===== src/rtl/inject_sched_if.sv =====
// inject_sched_if: local-source enqueue and two-channel ring injection signals
interface inject_sched_if #(parameter int DEPTH = 4, parameter int W = 8) ();
  localparam int OW = $clog2(DEPTH) + 1;
  logic [W-1:0] enq_flit;
  logic enq_valid;
  logic enq_ready;
  logic c0_busy;
  logic c1_busy;
  logic [W-1:0] c_in0;
  logic [W-1:0] c_in1;
  logic ack0;
  logic ack1;
  logic starve;
  logic [OW-1:0] occupancy;
  modport master (
    output enq_flit, enq_valid, c0_busy, c1_busy, ack0, ack1,
    input enq_ready, c_in0, c_in1, starve, occupancy
  );
  modport slave (
    input enq_flit, enq_valid, c0_busy, c1_busy, ack0, ack1,
    output enq_ready, c_in0, c_in1, starve, occupancy
  );
endinterface


===== src/rtl/inject_sched.sv =====
// inject_sched: FIFO-buffered injection of local flits onto whichever ring channel has a free slot
module inject_sched #(
  parameter int DEPTH = 4,
  parameter int STARVE_MAX = 16,
  parameter int STEER_W = 8,
  parameter int VALID_F = STEER_W - 1
) (
  input logic clk,
  input logic rst_n,
  inject_sched_if.slave bus
);
  localparam int AW = $clog2(DEPTH);
  localparam logic [STEER_W-1:0] VBIT = STEER_W'(1) << VALID_F;
  localparam logic [7:0] SMAX = 8'(STARVE_MAX);
  typedef enum logic [1:0] {IDLE, OFFER, STARVE} state_t;
  state_t state, state_nx;
  logic [STEER_W-1:0] mem [DEPTH];
  logic [AW-1:0] wr_ptr, rd_ptr;
  logic [AW:0] cnt, cnt_nx;
  logic [7:0] wait_cnt, wait_nx;
  logic pref, nonempty, off0, off1, push, pop;
  always_comb begin
    nonempty = cnt != '0;
    off0 = nonempty & ~bus.c0_busy & (bus.c1_busy | ~pref);
    off1 = nonempty & ~bus.c1_busy & (bus.c0_busy | pref);
    push = bus.enq_valid & (cnt < (AW+1)'(DEPTH));
    // an ack on a channel not offered, or on both, is ignored
    pop = (bus.ack0 & off0 & ~bus.ack1) | (bus.ack1 & off1 & ~bus.ack0);
    cnt_nx = cnt + (AW+1)'(push) - (AW+1)'(pop);
    wait_nx = (pop | ~nonempty) ? 8'd0 : (wait_cnt == SMAX) ? wait_cnt : wait_cnt + 8'd1;
    state_nx = (cnt_nx == '0) ? IDLE : (wait_nx == SMAX) ? STARVE : OFFER;
  end
  assign bus.enq_ready = cnt < (AW+1)'(DEPTH);
  assign bus.c_in0 = off0 ? mem[rd_ptr] : '0;
  assign bus.c_in1 = off1 ? mem[rd_ptr] : '0;
  assign bus.starve = state == STARVE;
  assign bus.occupancy = cnt;
  always_ff @(posedge clk or negedge rst_n)
    if (!rst_n) begin
      state <= IDLE;
      wr_ptr <= '0;
      rd_ptr <= '0;
      cnt <= '0;
      wait_cnt <= '0;
      pref <= 1'b0;
    end else begin
      state <= state_nx;
      wr_ptr <= wr_ptr + AW'(push);
      rd_ptr <= rd_ptr + AW'(pop);
      cnt <= cnt_nx;
      wait_cnt <= wait_nx;
      pref <= pop ? bus.ack0 : pref;
    end
  always_ff @(posedge clk)
    if (push) mem[wr_ptr] <= bus.enq_flit | VBIT;
endmodule


===== src/flat_wrapper.sv =====
// flat-port wrapper written by rule: the top's interface ports become plain ports
module inject_sched_flat 
#(
  parameter int DEPTH = 4,
  parameter int STARVE_MAX = 16,
  parameter int STEER_W = 8,
  parameter int VALID_F = STEER_W - 1
)
  (clk, rst_n, bus_enq_flit, bus_enq_valid, bus_c0_busy, bus_c1_busy, bus_ack0, bus_ack1, bus_enq_ready, bus_c_in0, bus_c_in1, bus_starve, bus_occupancy);
  inject_sched_if #(.DEPTH(DEPTH)) bus_i ();
  input logic clk;
  input logic rst_n;
  input wire logic [$bits(bus_i.enq_flit)-1:0] bus_enq_flit;
  input wire logic [$bits(bus_i.enq_valid)-1:0] bus_enq_valid;
  input wire logic [$bits(bus_i.c0_busy)-1:0] bus_c0_busy;
  input wire logic [$bits(bus_i.c1_busy)-1:0] bus_c1_busy;
  input wire logic [$bits(bus_i.ack0)-1:0] bus_ack0;
  input wire logic [$bits(bus_i.ack1)-1:0] bus_ack1;
  output wire logic [$bits(bus_i.enq_ready)-1:0] bus_enq_ready;
  output wire logic [$bits(bus_i.c_in0)-1:0] bus_c_in0;
  output wire logic [$bits(bus_i.c_in1)-1:0] bus_c_in1;
  output wire logic [$bits(bus_i.starve)-1:0] bus_starve;
  output wire logic [$bits(bus_i.occupancy)-1:0] bus_occupancy;
  assign bus_i.enq_flit = bus_enq_flit;
  assign bus_i.enq_valid = bus_enq_valid;
  assign bus_i.c0_busy = bus_c0_busy;
  assign bus_i.c1_busy = bus_c1_busy;
  assign bus_i.ack0 = bus_ack0;
  assign bus_i.ack1 = bus_ack1;
  assign bus_enq_ready = bus_i.enq_ready;
  assign bus_c_in0 = bus_i.c_in0;
  assign bus_c_in1 = bus_i.c_in1;
  assign bus_starve = bus_i.starve;
  assign bus_occupancy = bus_i.occupancy;
  inject_sched #(.DEPTH(DEPTH), .STARVE_MAX(STARVE_MAX), .STEER_W(STEER_W), .VALID_F(VALID_F)) u_core (.clk(clk), .rst_n(rst_n), .bus(bus_i));
endmodule

===== config.mk =====
export PLATFORM = sky130hd
export DESIGN_NAME = inject_sched_flat
export DESIGN_NICKNAME = d
export VERILOG_FILES = /design/src/rtl/inject_sched_if.sv /design/src/rtl/inject_sched.sv /design/src/flat_wrapper.sv
export SDC_FILE = /design/constraint.sdc
export NUM_CORES = 1
export LEC_CHECK = 0
export BUFFER_PORTS_ARGS = -buffer_cell sky130_fd_sc_hd__buf_2
export CORE_AREA = 4 4 55 94
export DETAILED_ROUTE_END_ITERATION = 6
export DIE_AREA = 0 0 59 98
export PLACE_DENSITY = 0.8
export SLEW_MARGIN = 10
export SYNTH_ARGS = -nofsm -noshare
export SYNTH_HDL_FRONTEND = slang
export SYNTH_SLANG_ARGS = --single-unit
export TNS_END_PERCENT = 5

===== constraint.sdc =====
create_clock -name clk -period 4.8 [get_ports clk]
set_input_delay 1.2 -clock clk [delete_from_list [all_inputs] [get_ports clk]]
set_output_delay 1.2 -clock clk [all_outputs]
set_load 0.1 [all_outputs]

==> impl_metrics.sql <==
INSERT INTO impl_metrics (metric_group, metric, value, unit) VALUES
('sta', 'hold_viol', '0', ''),
('clock_network', 'tritoncts', 'done', ''),
('critical_path', 'critical_path.endpoint_type', 'output pin', ''),
('detailed_routing', 'vias', '1275', ''),
('sta', 'rsz0062_at_grt', 'no', ''),
('critical_path', 'worst_setup_path_start_kind', 'input port', ''),
('sta', 'setup_tns', '0', 'ns'),
('flow_run', 'cap_violations', '0', ''),
('grt', 'number_of_antenna_violations_at_the_first_check_in_global_routing', '0', ''),
('placement', 'hpwl', '2.76', 'mm'),
('grt', 'grt.met1_usage', '13.9', '%'),
('clock_network', 'clock_edge_transition_at_the_registers_on_the_reported_setup_and_hold_paths', '0.07', 'ns'),
('detailed_routing', 'drt-pass1-iter-count', '4', ''),
('grt', 'grt.total_usage', '13.8', '%'),
('sta', 'setup_viol', '0', ''),
('sta', 'finalClockSkew', '0.00704', 'ns'),
('sta', 'worst_hold_slack', '0.534', 'ns'),
('clock_network', 'cts_resized', '0', ''),
('grt', 'globalRouteMet3Util', '2.78', '%'),
('sta', 'maxSlewViolCount', '0', ''),
('finish', 'insertedDiodeCount', '0', ''),
('critical_path', 'setup_slack_of_the_most_critical_reg_to_reg_path', '1.63', 'ns'),
('logic_synthesis', 'synth_fa_ha_area_share', '4.42', '%'),
('clock_network', 'clk_latency', '0.30', 'ns'),
('logic_synthesis', 'main_combinational_cell_family_by_area_after_synthesis', 'simple AND/OR/NAND/NOR gates', ''),
('sta', 'min_period', '3.70', 'ns'),
('grt', 'groute.layer.met2.usage', '24.9', '%'),
('critical_path', 'cp.arrival', '2.50', 'ns'),
('logic_synthesis', 'yosys_warnings', '0', ''),
('sta', 'tightest_slew', '0.663', 'ns'),
('floorplan', 'die-area', '5780', 'sq um'),
('finish', 'layout_overhead_on_the_synthesized_area', '15.0', '%'),
('critical_path', 'timing.setup.critical_path_class', 'input port to output pin', ''),
('grt', 'vias_in_the_first_global_route', '1287', ''),
('floorplan', 'design.core.area', '4400', 'sq um'),
('grt', 'total_congestion_overflow', '0', ''),
('clock_network', 'cts_max_level', '2', ''),
('floorplan', 'die_height', '98', 'um'),
('critical_path', 'crit_path_max_fanout', '9', ''),
('clock_network', 'tritoncts_num_sinks', '46', ''),
('grt', 'global_route_wire_length_before_repair', '5.89', 'mm'),
('placement', 'dp_cells', '235', ''),
('logic_synthesis', 'synth.yosys.seq_area_share', '60.0', '%'),
('finish', 'nFillCells', '378', ''),
('detailed_routing', 'drtIter0Drc', '19', ''),
('clock_network', 'cts_made_buffers', '5', ''),
('logic_synthesis', 'synthCells', '154', ''),
('placement', 'placement_stage_worst_setup_slack', '0.850', 'ns'),
('finish', 'final_cell_count_no_fill', '243', ''),
('sta', 'timing.slew.headroom', '55.6', '%'),
('floorplan', 'ios', '36', ''),
('sta', 'layout_setup_ws', '1.10', 'ns'),
('logic_synthesis', 'synthDistinctLibCells', '38', ''),
('detailed_routing', 'antenna_left', '0', ''),
('detailed_routing', 'wl_per_cell', '14.7', 'um'),
('critical_path', 'cp_data_required_time', '3.60', 'ns'),
('finish', 'final_layout_size_suffix_gt1_share', '29.2', '%'),
('detailed_routing', 'route.detailed.drc', '0', ''),
('sta', 'max_freq', '270', 'MHz'),
('placement', 'gp_routability_congestion', '0.821', ''),
('logic_synthesis', 'synth_compound_area_share', '3.20', '%'),
('clock_network', 'hold_buf_count_cts', '0', ''),
('clock_network', 'postCtsSetupBuffers', '0', ''),
('logic_synthesis', 'share_of_synthesized_area_spent_on_multiplexers', '7.33', '%'),
('logic_synthesis', 'ys_seq_elements', '46', ''),
('placement', 'numPortBuffers', '34', ''),
('clock_network', 'cts.path.max_buffers', '2', ''),
('detailed_routing', 'detail_route.vias_per_cell', '5.25', ''),
('floorplan', 'initial_core_util', '48.8', '%'),
('worst_hold_path', 'worst_hold_path_type', 'flop to flop', ''),
('clock_network', 'clockRootBuffer', 'clkbuf_8', ''),
('grt', 'gr_peak_layer', 'met2', ''),
('sta', 'layout_worst_path_cycle_share', '77.1', '%'),
('floorplan', 'fp.dieW', '59', 'um'),
('logic_synthesis', 'syn-num-nets', '176', ''),
('logic_synthesis', 'synthSimpleGateAreaFrac', '16.6', '%'),
('floorplan', 'fp-row-count', '32', ''),
('logic_synthesis', 'syn_area_per_cell', '14.0', 'sq um'),
('logic_synthesis', 'syn-cell-area', '2150', 'sq um'),
('grt', 'grt_max_degree', '19', ''),
('finish', 'num-nets-final', '213', ''),
('detailed_routing', 'routed_wirelength', '3.58', 'mm'),
('status', 'run_status', 'finished, final reports clean', ''),
('logic_synthesis', 'synth-xor-area-share', '5.29', '%');
## state kept, by name, indices dropped and copies added (netlist names)
| signal | cells |
|---|---|
| u_core.state | 2 |
| u_core.rd_ptr | 2 |
| u_core.mem | 28 |
| u_core.bus.occupancy | 3 |
| u_core.wait_cnt | 8 |
| u_core.pref | 1 |
| u_core.wr_ptr | 2 |
## area by class of cell
cell class / instances / area [sq um] / area share (%)
sequential: 46 / 1290 / 52.2
multi-input combinational: 94 / 793 / 32.1
tap: 51 / 63.8 / 2.58
inverter: 8 / 30.0 / 1.21
clock buffer: 6 / 72.6 / 2.93
clock inverter: 2 / 37.5 / 1.52
timing repair buffer: 36 / 185 / 7.49
## layout by cell type (no fill, tap or decap), types with 3 or more instances in the layout
cell and count:
buf_2 34, inv_1 8, nor2_1 12, a31oi_1 3, clkbuf_8 5, edfxtp_1 28, nor3_1 4, dfrtp_1 18
mux4_2 7, nand3_1 4, xor2_1 6, nand2_1 3, xnor2_1 7, a21oi_1 3, and2_1 14, ha_1 6
## path summary, 6_finish.rpt
check / end / from / cells after the start
worst min register to register: u_core.wr_ptr[1]$_DFF_PN0_ / u_core.wr_ptr[1]$_DFF_PN0_ / 1
max in group asynchronous: u_core.wr_ptr[0]$_DFF_PN0_ / rst_n / 1
min in group asynchronous: u_core.wait_cnt[0]$_DFF_PN0_ / rst_n / 1
worst min-delay path: u_core.wr_ptr[1]$_DFF_PN0_ / u_core.wr_ptr[1]$_DFF_PN0_ / 1
worst max register to register: u_core.state[1]$_DFF_PN0_ / u_core.bus.occupancy[1]$_DFF_PN0_ / 13
worst max-delay path: bus_c_in1[4] / bus_c1_busy / 5
## synthesized netlist by cell type
master	number	area, sq um
edfxtp_1	28	841
dfrtp_1	18	450
and2_1	14	87.6
nor2_1	12	45.0
inv_1	8	30.0
mux4_2	7	158
xnor2_1	7	61.3
ha_1	6	75.1
xor2_1	6	52.6
nand3_1	4	20.0
nor3_1	4	20.0
a21oi_1	3	15.0
a31oi_1	3	18.8
buf_4	3	22.5
nand2_1	3	11.3
buf_2	2	10.0
nor2b_1	2	12.5
nor3_2	2	20.0
nor3b_1	2	15.0
o21ai_0	2	10.0
a41o_1	1	10.0
and2b_1	1	7.51
and3_1	1	6.26
and3_2	1	7.51
and3b_1	1	8.76
and4b_1	1	10.0
clkbuf_1	1	3.75
fa_1	1	20.0
nand2b_1	1	6.26
nand3b_1	1	7.51
nand4_1	1	6.26
nand4b_4	1	23.8
nor2_2	1	6.26
nor4_4	1	21.3
nor4b_1	1	8.76
o21bai_1	1	7.51
o31ai_1	1	7.51
or3_1	1	6.26
## metal layers
layer	vias to the layer above	wire length, um
met1	616	1250
met5	-	0
met4	0	109
met3	10	161
li1	624	-
met2	25	2060
## cell families after synthesis
family | Yosys count
AND/OR/NAND/NOR | 56
multiplexers | 7
AO/OA/AOI/OAI | 11
XOR/XNOR | 13
adder cells (fa/ha/maj) | 7
buffers and inverters | 14
flip-flops | 46
## metrics by stage
step / util (%) / cell area (sq um)
3_3_place_gp: 53.7 / 2360
5_1_grt: 56.2 / 2470
4_1_cts: 56.2 / 2470
2_1_floorplan: - / 2150
6_report: 56.2 / 2470
3_5_place_dp: 53.7 / 2360
## worst max-delay path: stages
cell and delay [ns]:
buf_2 0.11, o21bai_1 0.16, nor2_1 0.42, and2_1 0.20
buf_2 0.42
Power is left out: the tool's default activity adds up to more than one toggle a clock period on the data nets, which glitch-free logic cannot reach.
